File: config.mk
export PLATFORM = sky130hd
export DESIGN_NAME = seg7_monitor
export DESIGN_NICKNAME = d
export VERILOG_FILES = /design/src/rtl/seg7_pkg.sv /design/src/rtl/seg7_decode.sv /design/src/rtl/seg7_monitor.sv
export SDC_FILE = /design/constraint.sdc
export NUM_CORES = 1
export LEC_CHECK = 0
export CAP_MARGIN = 0
export CELL_PAD_IN_SITES_DETAIL_PLACEMENT = 1
export CELL_PAD_IN_SITES_GLOBAL_PLACEMENT = 1
export CORE_UTILIZATION = 40
export DETAILED_ROUTE_END_ITERATION = 12
export PLACE_DENSITY = 0.85
export SLEW_MARGIN = 20
export SYNTH_ARGS = -nofsm -noshare
export SYNTH_HDL_FRONTEND = slang
export SYNTH_SLANG_ARGS = --single-unit
File: constraint.sdc
create_clock -name clk -period 4.8 [get_ports clk]
set_clock_uncertainty 0.1 [all_clocks]
set_input_delay 0.48 -clock clk [delete_from_list [all_inputs] [get_ports clk]]
set_output_delay 0.48 -clock clk [all_outputs]
set_load 0.02 [all_outputs]
File: src/rtl/seg7_pkg.sv
// -----------------------------------------------------------------------------
// seg7_pkg
// Shared definitions for the seven-segment receive-side monitor.
//   - segment patterns for digits 0..9 plus the blank pattern (bit0=a .. bit6=g)
//   - monitor FSM state type
//   - counter widths and the error counter saturation value
//   - seg_encode(): digit -> pattern, the same mapping the display driver uses
// -----------------------------------------------------------------------------
package seg7_pkg;

    localparam int CNT_W = 16;
    localparam int ERR_W = 8;

    localparam logic [ERR_W-1:0] ERR_MAX = '1;

    localparam logic [6:0] SEG_0     = 7'h3F;
    localparam logic [6:0] SEG_1     = 7'h06;
    localparam logic [6:0] SEG_2     = 7'h5B;
    localparam logic [6:0] SEG_3     = 7'h4F;
    localparam logic [6:0] SEG_4     = 7'h66;
    localparam logic [6:0] SEG_5     = 7'h6D;
    localparam logic [6:0] SEG_6     = 7'h7D;
    localparam logic [6:0] SEG_7     = 7'h07;
    localparam logic [6:0] SEG_8     = 7'h7F;
    localparam logic [6:0] SEG_9     = 7'h6F;
    localparam logic [6:0] SEG_BLANK = 7'h00;

    typedef enum logic {
        SYNC  = 1'b0,
        TRACK = 1'b1
    } mon_state_t;

    // Digits above 9 have no glyph and map to blank.
    function automatic logic [6:0] seg_encode(input logic [3:0] d);
        logic [6:0] p;
        case (d)
            4'd0:    p = SEG_0;
            4'd1:    p = SEG_1;
            4'd2:    p = SEG_2;
            4'd3:    p = SEG_3;
            4'd4:    p = SEG_4;
            4'd5:    p = SEG_5;
            4'd6:    p = SEG_6;
            4'd7:    p = SEG_7;
            4'd8:    p = SEG_8;
            4'd9:    p = SEG_9;
            default: p = SEG_BLANK;
        endcase
        return p;
    endfunction

endpackage

File: src/rtl/seg7_decode.sv
// -----------------------------------------------------------------------------
// seg7_decode
// Combinational inverse of the segment encoder.
// Ports:
//   pattern  in  7  segment pattern, bit0=a .. bit6=g
//   digit    out 4  decoded digit 0..9 (0 when pattern is not a digit)
//   is_valid out 1  pattern is one of the ten digit glyphs
//   is_blank out 1  pattern is all segments off
// -----------------------------------------------------------------------------
module seg7_decode
    import seg7_pkg::*;
(
    input  logic [6:0] pattern,
    output logic [3:0] digit,
    output logic       is_valid,
    output logic       is_blank
);

    // Search the encoder table so the two directions can never disagree.
    always_comb begin
        digit    = 4'd0;
        is_valid = 1'b0;
        for (int d = 0; d < 10; d++) begin
            if (pattern == seg_encode(4'(d))) begin
                digit    = 4'(d);
                is_valid = 1'b1;
            end
        end
    end

    assign is_blank = (pattern == SEG_BLANK);

endmodule

File: src/rtl/seg7_monitor.sv
// -----------------------------------------------------------------------------
// seg7_monitor
// Receive-side checker for a seven-segment display bus. Synchronizes the bus,
// accepts a pattern once it has been stable for STABLE_CYCLES samples, decodes
// it and checks that digits advance 0->1->..->9->0.
//
// Parameters:
//   STABLE_CYCLES  identical synchronized samples needed to accept (2..65535)
// Ports:
//   clk          in  1  clock
//   reset        in  1  synchronous active-high reset
//   segments_in  in  7  segment bus (async to clk), bit0=a .. bit6=g
//   clear_errors in  1  clears error_count
//   digit        out 4  last accepted digit
//   digit_valid  out 1  locked to a valid digit
//   new_digit    out 1  one-cycle pulse per accepted valid digit
//   seq_error    out 1  one-cycle pulse on out-of-sequence digit or bad pattern
//   error_count  out 8  saturating error counter
//
// state | meaning
// ------+----------------------------------------------------------------
// SYNC  | no reference digit; next valid digit is taken without checking
// TRACK | reference digit held in `digit`; each new digit must be digit+1
// -----------------------------------------------------------------------------
module seg7_monitor
    import seg7_pkg::*;
#(
    parameter logic [CNT_W-1:0] STABLE_CYCLES = 16'd1000
)
(
    input  logic             clk,
    input  logic             reset,
    input  logic [6:0]       segments_in,
    input  logic             clear_errors,
    output logic [3:0]       digit,
    output logic             digit_valid,
    output logic             new_digit,
    output logic             seq_error,
    output logic [ERR_W-1:0] error_count
);

    logic [6:0]       s1;
    logic [6:0]       s2;
    logic [6:0]       s2_d;
    logic [6:0]       acc_pattern;
    logic [CNT_W-1:0] stable_cnt;
    mon_state_t       state;

    logic [3:0]       dec_digit;
    logic             dec_valid;
    logic             dec_blank;
    logic [3:0]       next_expected;
    logic             stable_now;
    logic             accept;
    logic             bad_pattern;
    logic             out_of_seq;
    logic             err_event;

    seg7_decode u_decode (
        .pattern  (s2),
        .digit    (dec_digit),
        .is_valid (dec_valid),
        .is_blank (dec_blank)
    );

    assign stable_now    = (s2 == s2_d);
    assign next_expected = (digit == 4'd9) ? 4'd0 : digit + 4'd1;

    // Accept fires on the single cycle the counter steps onto STABLE_CYCLES.
    // Comparing against the last accepted pattern stops a short glitch from
    // re-accepting the pattern that was already on the bus.
    assign accept      = stable_now
                         && (stable_cnt == STABLE_CYCLES - 16'd1)
                         && (s2 != acc_pattern);
    assign bad_pattern = !dec_valid && !dec_blank;
    assign out_of_seq  = dec_valid && (state == TRACK) && (dec_digit != next_expected);
    assign err_event   = accept && (bad_pattern || out_of_seq);

    always_ff @(posedge clk) begin
        if (reset) begin
            s1          <= SEG_BLANK;
            s2          <= SEG_BLANK;
            s2_d        <= SEG_BLANK;
            stable_cnt  <= '0;
            acc_pattern <= SEG_BLANK;
        end else begin
            s1   <= segments_in;
            s2   <= s1;
            s2_d <= s2;
            if (!stable_now) begin
                stable_cnt <= '0;
            end else if (stable_cnt != STABLE_CYCLES) begin
                stable_cnt <= stable_cnt + 16'd1;
            end
            if (accept) begin
                acc_pattern <= s2;
            end
        end
    end

    always_ff @(posedge clk) begin
        if (reset) begin
            state       <= SYNC;
            digit       <= 4'd0;
            digit_valid <= 1'b0;
            new_digit   <= 1'b0;
            seq_error   <= 1'b0;
        end else begin
            new_digit <= 1'b0;
            seq_error <= 1'b0;
            if (accept) begin
                if (dec_blank) begin
                    // Display switched off: drop lock quietly, keep last digit.
                    state       <= SYNC;
                    digit_valid <= 1'b0;
                end else if (!dec_valid) begin
                    state       <= SYNC;
                    digit_valid <= 1'b0;
                    seq_error   <= 1'b1;
                end else begin
                    case (state)
                        SYNC: begin
                            state <= TRACK;
                        end
                        TRACK: begin
                            // Stay in TRACK so the check re-anchors on the new digit.
                            seq_error <= out_of_seq;
                        end
                        default: begin
                            state <= SYNC;
                        end
                    endcase
                    digit       <= dec_digit;
                    digit_valid <= 1'b1;
                    new_digit   <= 1'b1;
                end
            end
        end
    end

    // A clear coinciding with an error keeps that error visible.
    always_ff @(posedge clk) begin
        if (reset) begin
            error_count <= '0;
        end else if (clear_errors) begin
            error_count <= err_event ? ERR_W'(1) : '0;
        end else if (err_event && (error_count != ERR_MAX)) begin
            error_count <= error_count + ERR_W'(1);
        end
    end

endmodule

Word-level counts from Yosys, hierarchy flattened --
Cells that the tools add are included.
Storage, ports and cells: input port bits 10, logic and storage cells 76, register bits after elaboration 59
Cells by class: multiplexer cells 27, $add $sub $neg 3, reduce and logical (&&, ||, !) cells 16, equality and inequality tests 17, bitwise logic cells 3
Operators with widths (number):
- == test 7 bit, second input constant | 7
- adder 16 x 1 -> 16 bit, second input constant | 1
- == test 16 x 10 -> 1 bit, second input constant | 1
- two-way mux 1 bit | 16
- two-way mux 8 bit | 2
- inequality test 16 x 10 -> 1 bit, second input constant | 1
- == test 7 x 3 -> 1 bit, second input constant | 2
- two-way mux 3 bit | 4
- two-way mux 4 bit | 3
- adder 8 x 1 -> 8 bit, second input constant | 1
- inequality test 8 bit, second input constant | 1
- == test 7 x 6 -> 1 bit, second input constant | 1
- == test 7 bit | 1
- logical AND 1 bit | 7
- logical NOT 7 bit | 1
- inequality test 7 bit | 1
- adder 4 x 1 -> 4 bit, second input constant | 1
- == test 4 bit, second input constant | 1
- two-way mux 2 bit | 2
- inequality test 4 bit | 1
- OR reduction 2 bit | 2
- NOT 1 bit | 3
- AND reduction 3 bit | 1
- OR reduction 3 bit | 1
- 3 further kinds | 4

Depth between registers and ports, before layout --
Gate-level depths: netlist of run 1.
depth in word-level cells 18, gate-level depth with buffers 10, gate-level depth less buffers 8

By module --
Synthesis of run 1 repeated with hierarchy kept, for this count alone.
Unflattened totals: cells, all modules 293, area, all modules 2658.8 um2
By module, submodules not included:
- seg7_monitor | times used 1, area each 2469.9 um2, cells an instance 264
- seg7_decode | times used 1, area each 188.9 um2, cells an instance 29

Least setup slack after synthesis of run 1 --
No wires, ideal clock.
kind register to register, start register s2[5], end register error_count[7], data arrival time 2.406 ns, setup slack 2.178 ns, path buffers 1, data required time 4.584 ns, cell stages (with the launch flop) 10, setup time 0.116 ns, cells stage by stage dfxtp_1 > buf_6 > xor2_1 > nor4_1 > nand4_1 > or4_4 > nor4_4 > a21o_1 > a31oi_1 > a41o_1
On the way: cells in the longest elaborated chain, start to end 17, elaborated cells between the ends (all ways) 44, those cells by class 13 x eq/ne; 19 x mux; 12 x reduce/logical
Ends and longest elaborated chain:
- from (decl) | RTL line seg7_monitor.sv:43 | logic [6:0] s2;
- from (signal assigned) | RTL line seg7_monitor.sv:82 | s2 <= SEG_BLANK;
- from (signal assigned) | RTL line seg7_monitor.sv:88 | s2 <= s1;
- == test 7 x 6 -> 1 bit | RTL line seg7_decode.sv:24 | if (pattern == seg_encode(4'(d))) begin
- two-way mux 1 bit (10 in a row) | RTL line seg7_decode.sv:24
- logical NOT 1 bit or logical AND 1 bit (tied branches)
- logical AND 1 bit (on tied branches) | RTL line seg7_monitor.sv:75, seg7_monitor.sv:76
- logical OR 1 bit | RTL line seg7_monitor.sv:77 | assign err_event = accept && (bad_pattern || out_of_seq);
- logical AND 1 bit (*) | RTL line seg7_monitor.sv:77
- logical AND 1 bit (*) | RTL line seg7_monitor.sv:147 | end else if (err_event && (error_count != ERR_MAX)) begin
- nonzero test 2 bit (no line) (*)
- to (signal assigned) | RTL line seg7_monitor.sv:146 | error_count <= err_event ? ERR_W'(1) : '0;
- to (signal assigned) | RTL line seg7_monitor.sv:148 | error_count <= error_count + ERR_W'(1);
- to (decl) | RTL line seg7_monitor.sv:39 | output logic [ERR_W-1:0] error_count
Mark *: on every way between the ends. The rest lies on a longest branch, timed or not. A chain may end at the register's enable or synchronous reset.

Final worst setup path of run 1 --
Same ends and word-level chain as after synthesis.

==> out/results.tsv, run 1 <==
stage	metric	value	unit
run_status	status	complete, no violations	
floorplan	coreArea	6760	sq um
drt	drt_drc_violations_left	0	
timing	layout_setup_ws	1.73	ns
floorplan	dieHeight	85.4	microns
layout	final_cells	423	
synthesis	ys_ff_latch	59	
clocking	postCtsResizedCells	0	
timing	hold_viol	0	
synthesis	syn_area	2780	sq um
synthesis	synthSimpleGateAreaFrac	28.9	%
synthesis	synth_cell_types	52	
synthesis	yosys.area.top_type	dfxtp_1	
flow_run	cap_viol_max_count	0	
floorplan	start_util	41.2	%
synthesis	synth_top_family_by_area	simple AND/OR/NAND/NOR gates	
layout	fin_nets	351	
synthesis	synthCells	320	
drt	vias	2276	
floorplan	num_io_pins	25	
critical_path	start_kind	register	
synthesis	synth_top_area_share	42.4	%
power_and_ir_drop	power.leakage	0.00114	uW
drt	wl_per_cell	14.2	microns
grt	antenna_found_initial	0	
timing	period_share	63.9	%
timing	rsz0062_at_grt	no	
timing	setup_viol	0	
synthesis	synth_flop_cell	dfxtp_1	
critical_path	crit_path_end_kind	register	
placement	dp_slack	1.77	ns
clocking	cts_sinks	59	
critical_path	cp_slowest_cell	or4_4	
synthesis	async_flop_share	0	%
layout	drive_gt1_share	7.87	%
placement	hpwlAfterDp	4070	microns
drt	drtIter0Drc	52	
worst_hold_path	min_path_type	reg -> reg	
grt	grt_pass1_vias	2252	
layout	fin_util	47.7	%
synthesis	yosys_warnings	0	
synthesis	synth.net_count	333	
clocking	cts_tree	done	
timing	worstMarginPinSlew	0.505	ns
critical_path	path_class	reg -> reg	
drt	ant_nets	0	
clocking	cts_setup_buffers	0	
layout	area_delta_synth_final	15.7	%
clocking	htreeDepth	3	
timing	slew_headroom	66.1	%
synthesis	synth_mux_area_share	3.28	%
power_and_ir_drop	vdd_ir_drop_max	0.143	mV
critical_path	cpPeakStageDelay	0.70	ns
clocking	root_buffer	clkbuf_8	
drt	first_pass_iters	4	
placement	place_congestion	0.749	
critical_path	path_max_fanout	14	
synthesis	syn_area_per_cell	8.70	sq um
synthesis	synthXorXnorAreaFrac	9.13	%
synthesis	synthAdderAreaFrac	1.71	%
synthesis	seq_area_frac_synth	42.4	%
grt	grt_pass1_wl	10500	microns
clocking	cts_buffer_depth	2	
critical_path	worstPathCellList	xor2_1 -> nor4_1 -> nand4_1 -> or4_4 -> nor4_4 -> a21o_1 -> a31oi_1 -> a41o_1	
floorplan	rows	30	
drt	totalWireLength	5990	microns
timing	finalCriticalPeriod	3.07	ns
synthesis	synth_edf_count	0	
timing	final.setup.tns	0	ns
critical_path	r2r_slack	1.73	ns
synthesis	synth_compound_area_share	10.1	%
clocking	clk_pin_slew_worst_paths	0.07	ns
placement	portBuffers	24	
clocking	cts_inserted_buffers	9	
timing	drv_slew	0	
layout	diodes	0	
synthesis	synth.area.top_cells	dfxtp_1, xor2_1, nor2b_1	
clocking	clock_latency	0.34	ns
clocking	cts_hold_buf	0	
critical_path	cp.arrival	3.20	ns
grt	grt_max_degree	41	
drt	vias_per_cell	5.38	
grt	gr-usage-all-layers	18.4	%
grt	overflow	0	
floorplan	dieArea	7290	sq um
timing	clock.fmax	326	MHz
placement	place_inst	407	
critical_path	cp_data_required_time	4.93	ns
floorplan	die_w	85.4	microns
power_and_ir_drop	power_density	290	nW/um^2
critical path: cells and delay by family, from the launching register on:
kind            cells  cell delay (ns)
simple gates        4             1.54
flops               1             0.61
compound gates      3             0.60
xor+xnor            1             0.13
report_power, final:
part / leakage (uW) / switching, uW / total (uW) / internal (uW)
combinational: 0.000586 / 23.9 / 46.4 / 22.6
sequential: 0.000479 / 10.7 / 508 / 498
clock: 0.0000791 / 196 / 381 / 184
through the flow:
| step | hold slack (ns) | total power, uW | area [sq um] |
|---|---|---|---|
| after floorplan | 0.314 | 549 | 2780 |
| after global placement | 0.316 | 564 | 3060 |
| after detailed placement | 0.325 | 566 | 3060 |
| after CTS | 0.340 | 951 | 3220 |
| after global routing | 0.365 | 986 | 3220 |
| final | 0.336 | 935 | 3220 |
cell usage in the layout, fill, tap and decap left out, types with 2 or more instances in the layout:
| cell | synthesis | routed |
|---|---|---|
| nand3b_1 | 3 | 3 |
| clkbuf_8 | 0 | 9 |
| clkdlybuf4s50_1 | 0 | 24 |
| or3_1 | 10 | 10 |
| nor4b_1 | 2 | 2 |
| nor2_1 | 34 | 34 |
| buf_4 | 0 | 3 |
| or2_2 | 2 | 2 |
| and3_1 | 4 | 4 |
| nand4_1 | 7 | 7 |
| xnor2_1 | 13 | 13 |
| dfxtp_1 | 59 | 59 |
| clkinvlp_4 | 0 | 2 |
| clkbuf_1 | 14 | 2 |
| o211ai_1 | 2 | 2 |
| nand3_1 | 10 | 10 |
| inv_1 | 10 | 10 |
| xor2_1 | 16 | 16 |
| nand2_1 | 28 | 28 |
| o21ai_0 | 8 | 8 |
| nor2b_1 | 21 | 21 |
| a21oi_1 | 20 | 20 |
| mux2i_1 | 8 | 8 |
| nor3_1 | 5 | 5 |
| nor4bb_1 | 2 | 2 |
| a21o_1 | 2 | 2 |
| nor4_1 | 6 | 6 |
| ha_1 | 3 | 3 |
| clkinv_2 | 0 | 3 |
Yosys cell counts, drive strengths merged, types with 2 or more instances:
master / number
dfxtp: 59
nor2: 34
nand2: 28
a21oi: 21
nor2b: 21
xor2: 16
clkbuf: 14
xnor2: 13
inv: 10
nand3: 10
or3: 10
mux2i: 8
o21ai: 8
nand4: 7
nor4: 7
buf: 6
nor3: 5
and3: 4
ha: 3
nand3b: 3
nor4b: 3
a21o: 2
nor4bb: 2
o211ai: 2
or2: 2
or4: 2
logic make-up (layout without fill, tap and decap cells):
kind of cell / Yosys count / after routing
simple gates: 144 / 144
fa+ha+maj: 4 / 4
xor+xnor: 29 / 29
flops: 59 / 59
mux: 9 / 9
buf+inv: 30 / 53
compound gates: 45 / 45
worst paths after layout:
path	end	startpoint	cells past startpoint
setup / recovery	error_count[7]$_SDFFE_PP0P_	s2[5]$_SDFF_PP0_	8
hold reg to reg	s2[2]$_SDFF_PP0_	s1[2]$_SDFF_PP0_	1
hold / removal	s2[2]$_SDFF_PP0_	s1[2]$_SDFF_PP0_	1
setup reg to reg	error_count[7]$_SDFFE_PP0P_	s2[5]$_SDFF_PP0_	8
flip-flops by register name, indices dropped and copies added (netlist names):
| name | count |
|---|---|
| state | 1 |
| digit | 4 |
| error_count | 8 |
| s2 | 7 |
| s2_d | 7 |
| s1 | 7 |
| new_digit | 1 |
| seq_error | 1 |
| stable_cnt | 16 |
| acc_pattern | 7 |
cell type report:
class | count | area [sq um]
Clock buffer | 11 | 131
Clock inverter | 5 | 30.0
Fill cell | 801 | 3540
Inverter | 10 | 37.5
Multi-Input combinational cell | 231 | 1480
Sequential cell | 59 | 1180
Tap cell | 80 | 100
Timing Repair Buffer | 27 | 263
metal layers:
layer  vias up  GRT usage, %  wire (microns)
met5         -             0               0
met1      1088          23.3            2750
met2        39          29.2            2890
met4         0          10.2             181
li1       1133             -               -
met3        16          3.79             168
(Power assumes the default switching activity.)
==> inputs of run 2 (changes only) <==
Clock period 4.8 ns to 2.9 ns, I/O delays scaled along.
==> out/results.tsv, run 2 (same netlist as run 1, synthesis figures left out) <==
stage	metric	value	unit
grt	grt_pass1_wl	11400	microns
placement	place_congestion	0.750	
floorplan	start_util	41.2	%
grt	gr-usage-all-layers	20.0	%
layout	fin_nets	359	
critical_path	start_kind	register	
power_and_ir_drop	intPower	1270	uW
timing	period_share	92.5	%
power_and_ir_drop	p_switching	420	uW
critical_path	worstPathCellList	nand3_1 -> nor4_1 -> nand4_1 -> or4_4 -> nor4_4 -> a21oi_2 -> or3_1 -> a21oi_1	
timing	finalCriticalPeriod	2.68	ns
drt	totalWireLength	6600	microns
floorplan	die_w	85.4	microns
timing	clock.fmax	373	MHz
layout	final_cell_mix	dfxtp_1, nor2_1, nand2_1	
layout	final_cells	431	
critical_path	cp_data_required_time	3.08	ns
clocking	clk_pin_slew_worst_paths	0.07	ns
placement	place_inst	415	
layout	area_delta_synth_final	19.7	%
drt	drtIter0Drc	113	
critical_path	path_class	reg -> reg	
power_and_ir_drop	power_density	506	nW/um^2
power_and_ir_drop	vdd_ir_drop_max	0.223	mV
critical_path	path_buf_inv	0	
clocking	cts_inserted_buffers	9	
power_and_ir_drop	switching_share	24.9	%
floorplan	num_io_pins	25	
clocking	cts_buffer_depth	2	
clocking	cts_sinks	59	
drt	first_pass_iters	4	
critical_path	crit_path_end_kind	register	
timing	timing.hold.ws	0.342	ns
drt	drt_drc_violations_left	0	
drt	wl_per_cell	15.3	microns
layout	largest_reg_flops	16	
timing	drv_slew	0	
floorplan	dieArea	7290	sq um
clocking	cts_tree	done	
drt	vias	2350	
critical_path	cp.arrival	2.86	ns
critical_path	cp_slowest_cell	or4_4	
drt	ant_nets	0	
power_and_ir_drop	power.leakage	0.00120	uW
timing	setup_viol	0	
drt	vias_per_cell	5.45	
placement	hpwlAfterDp	4480	microns
timing	worstMarginPinSlew	0.528	ns
floorplan	rows	30	
critical_path	path_max_fanout	6	
grt	overflow	0	
layout	final_common_cell	dfxtp_1	
grt	antenna_found_initial	0	
worst_hold_path	min_path_type	reg -> reg	
flow_run	cap_viol_max_count	0	
layout	largest_register	stable_cnt	
power_and_ir_drop	clkPwrFrac	45.0	%
clocking	htreeDepth	3	
timing	hold_viol	0	
power_and_ir_drop	power_frac_comb	5.5	%
grt	grt_pass1_vias	2422	
floorplan	coreArea	6760	sq um
clocking	clock_latency	0.34	ns
clocking	root_buffer	clkbuf_8	
timing	final.setup.tns	0	ns
critical_path	path_delay_family	simple AND/OR/NAND/NOR gates	
layout	reg.largest.list	stable_cnt (16), error_count (8)	
timing	slew_headroom	64.5	%
grt	grt_max_degree	29	
run_status	status	complete, no violations	
power_and_ir_drop	p_seq_share	49.5	%
floorplan	dieHeight	85.4	microns
layout	drive_gt1_share	11.7	%
critical_path	cpPeakStageDelay	0.64	ns
layout	diodes	0	
placement	portBuffers	24	
-- run 2: cell count changes in the layout (fill, tap and decap cells not counted) --
| cell | before | now |
|---|---|---|
| nor4_1 | 6 | 5 |
| bufinv_16 | 0 | 1 |
| dfxtp_1 | 59 | 57 |
| nor4_2 | 0 | 1 |
| clkinv_4 | 0 | 3 |
| buf_4 | 3 | 11 |
| clkinv_2 | 3 | 0 |
| a21o_1 | 2 | 1 |
| dfxtp_2 | 0 | 2 |
| a21o_2 | 0 | 1 |
| clkinvlp_4 | 2 | 3 |
| clkbuf_1 | 2 | 0 |
-- run 2: worst paths after layout --
kind	from	to	cells after the start	slack, ns
max	stable_cnt[5]$_SDFFE_PP0P_	error_count[6]$_SDFFE_PP0P_	8	0.22
min reg2reg	s1[2]$_SDFF_PP0_	s2[2]$_SDFF_PP0_	1	0.34
min	s1[2]$_SDFF_PP0_	s2[2]$_SDFF_PP0_	1	0.34
max reg2reg	stable_cnt[5]$_SDFFE_PP0P_	error_count[6]$_SDFFE_PP0P_	8	0.22
-- run 2: cell type report --
type	instances	area, sq um
fillers	794	3420
multi-input cells	231	1490
flip-flops and latches	59	1180
repair buffers	35	323
clock buffers	9	124
well taps	80	100
clock inverters	7	78.8
inverters	10	37.5
-- run 2: per-stage QoR --
stage / utilization, % / worst slack, ns / instance area (sq um) / total power (uW)
final: 49.3 / 0.218 / 3330 / 1690
after global routing: 49.3 / -0.00889 / 3330 / 1750
after CTS: 49.3 / 0.0664 / 3330 / 1700
after detailed placement: 46.2 / 0.0952 / 3120 / 942
after global placement: 46.2 / 0.220 / 3120 / 938
after floorplan: - / 0.278 / 2780 / 909
-- run 2: metal layers --
layer  global-route usage, %  vias to the layer above  share of wire (%)
li1                        -                     1156                  -
met1                    23.9                     1138                 46
met2                    33.8                       38                 49
met3                    3.70                       18                2.8
met4                    10.8                        0                2.4
met5                       0                        -                  0
-- run 2: repair_timing --
item / in CTS / in global routing
gates resized for setup: 1 / 3
setup buffers: 0 / 0
hold buffers: 0 / 0
setup endpoints to repair: 2 / 8
pin swaps: 0 / 1
-- run 2: power by group through the flow --
| stage | clock, uW | sequential, uW | combinational [uW] |
|---|---|---|---|
| after global placement | 0 | 851 | 87.2 |
| after detailed placement | 0 | 852 | 90.2 |
| after CTS | 778 | 833 | 93.1 |
| after floorplan | 0 | 846 | 62.6 |
| final | 759 | 834 | 92.7 |
| after global routing | 816 | 835 | 103 |
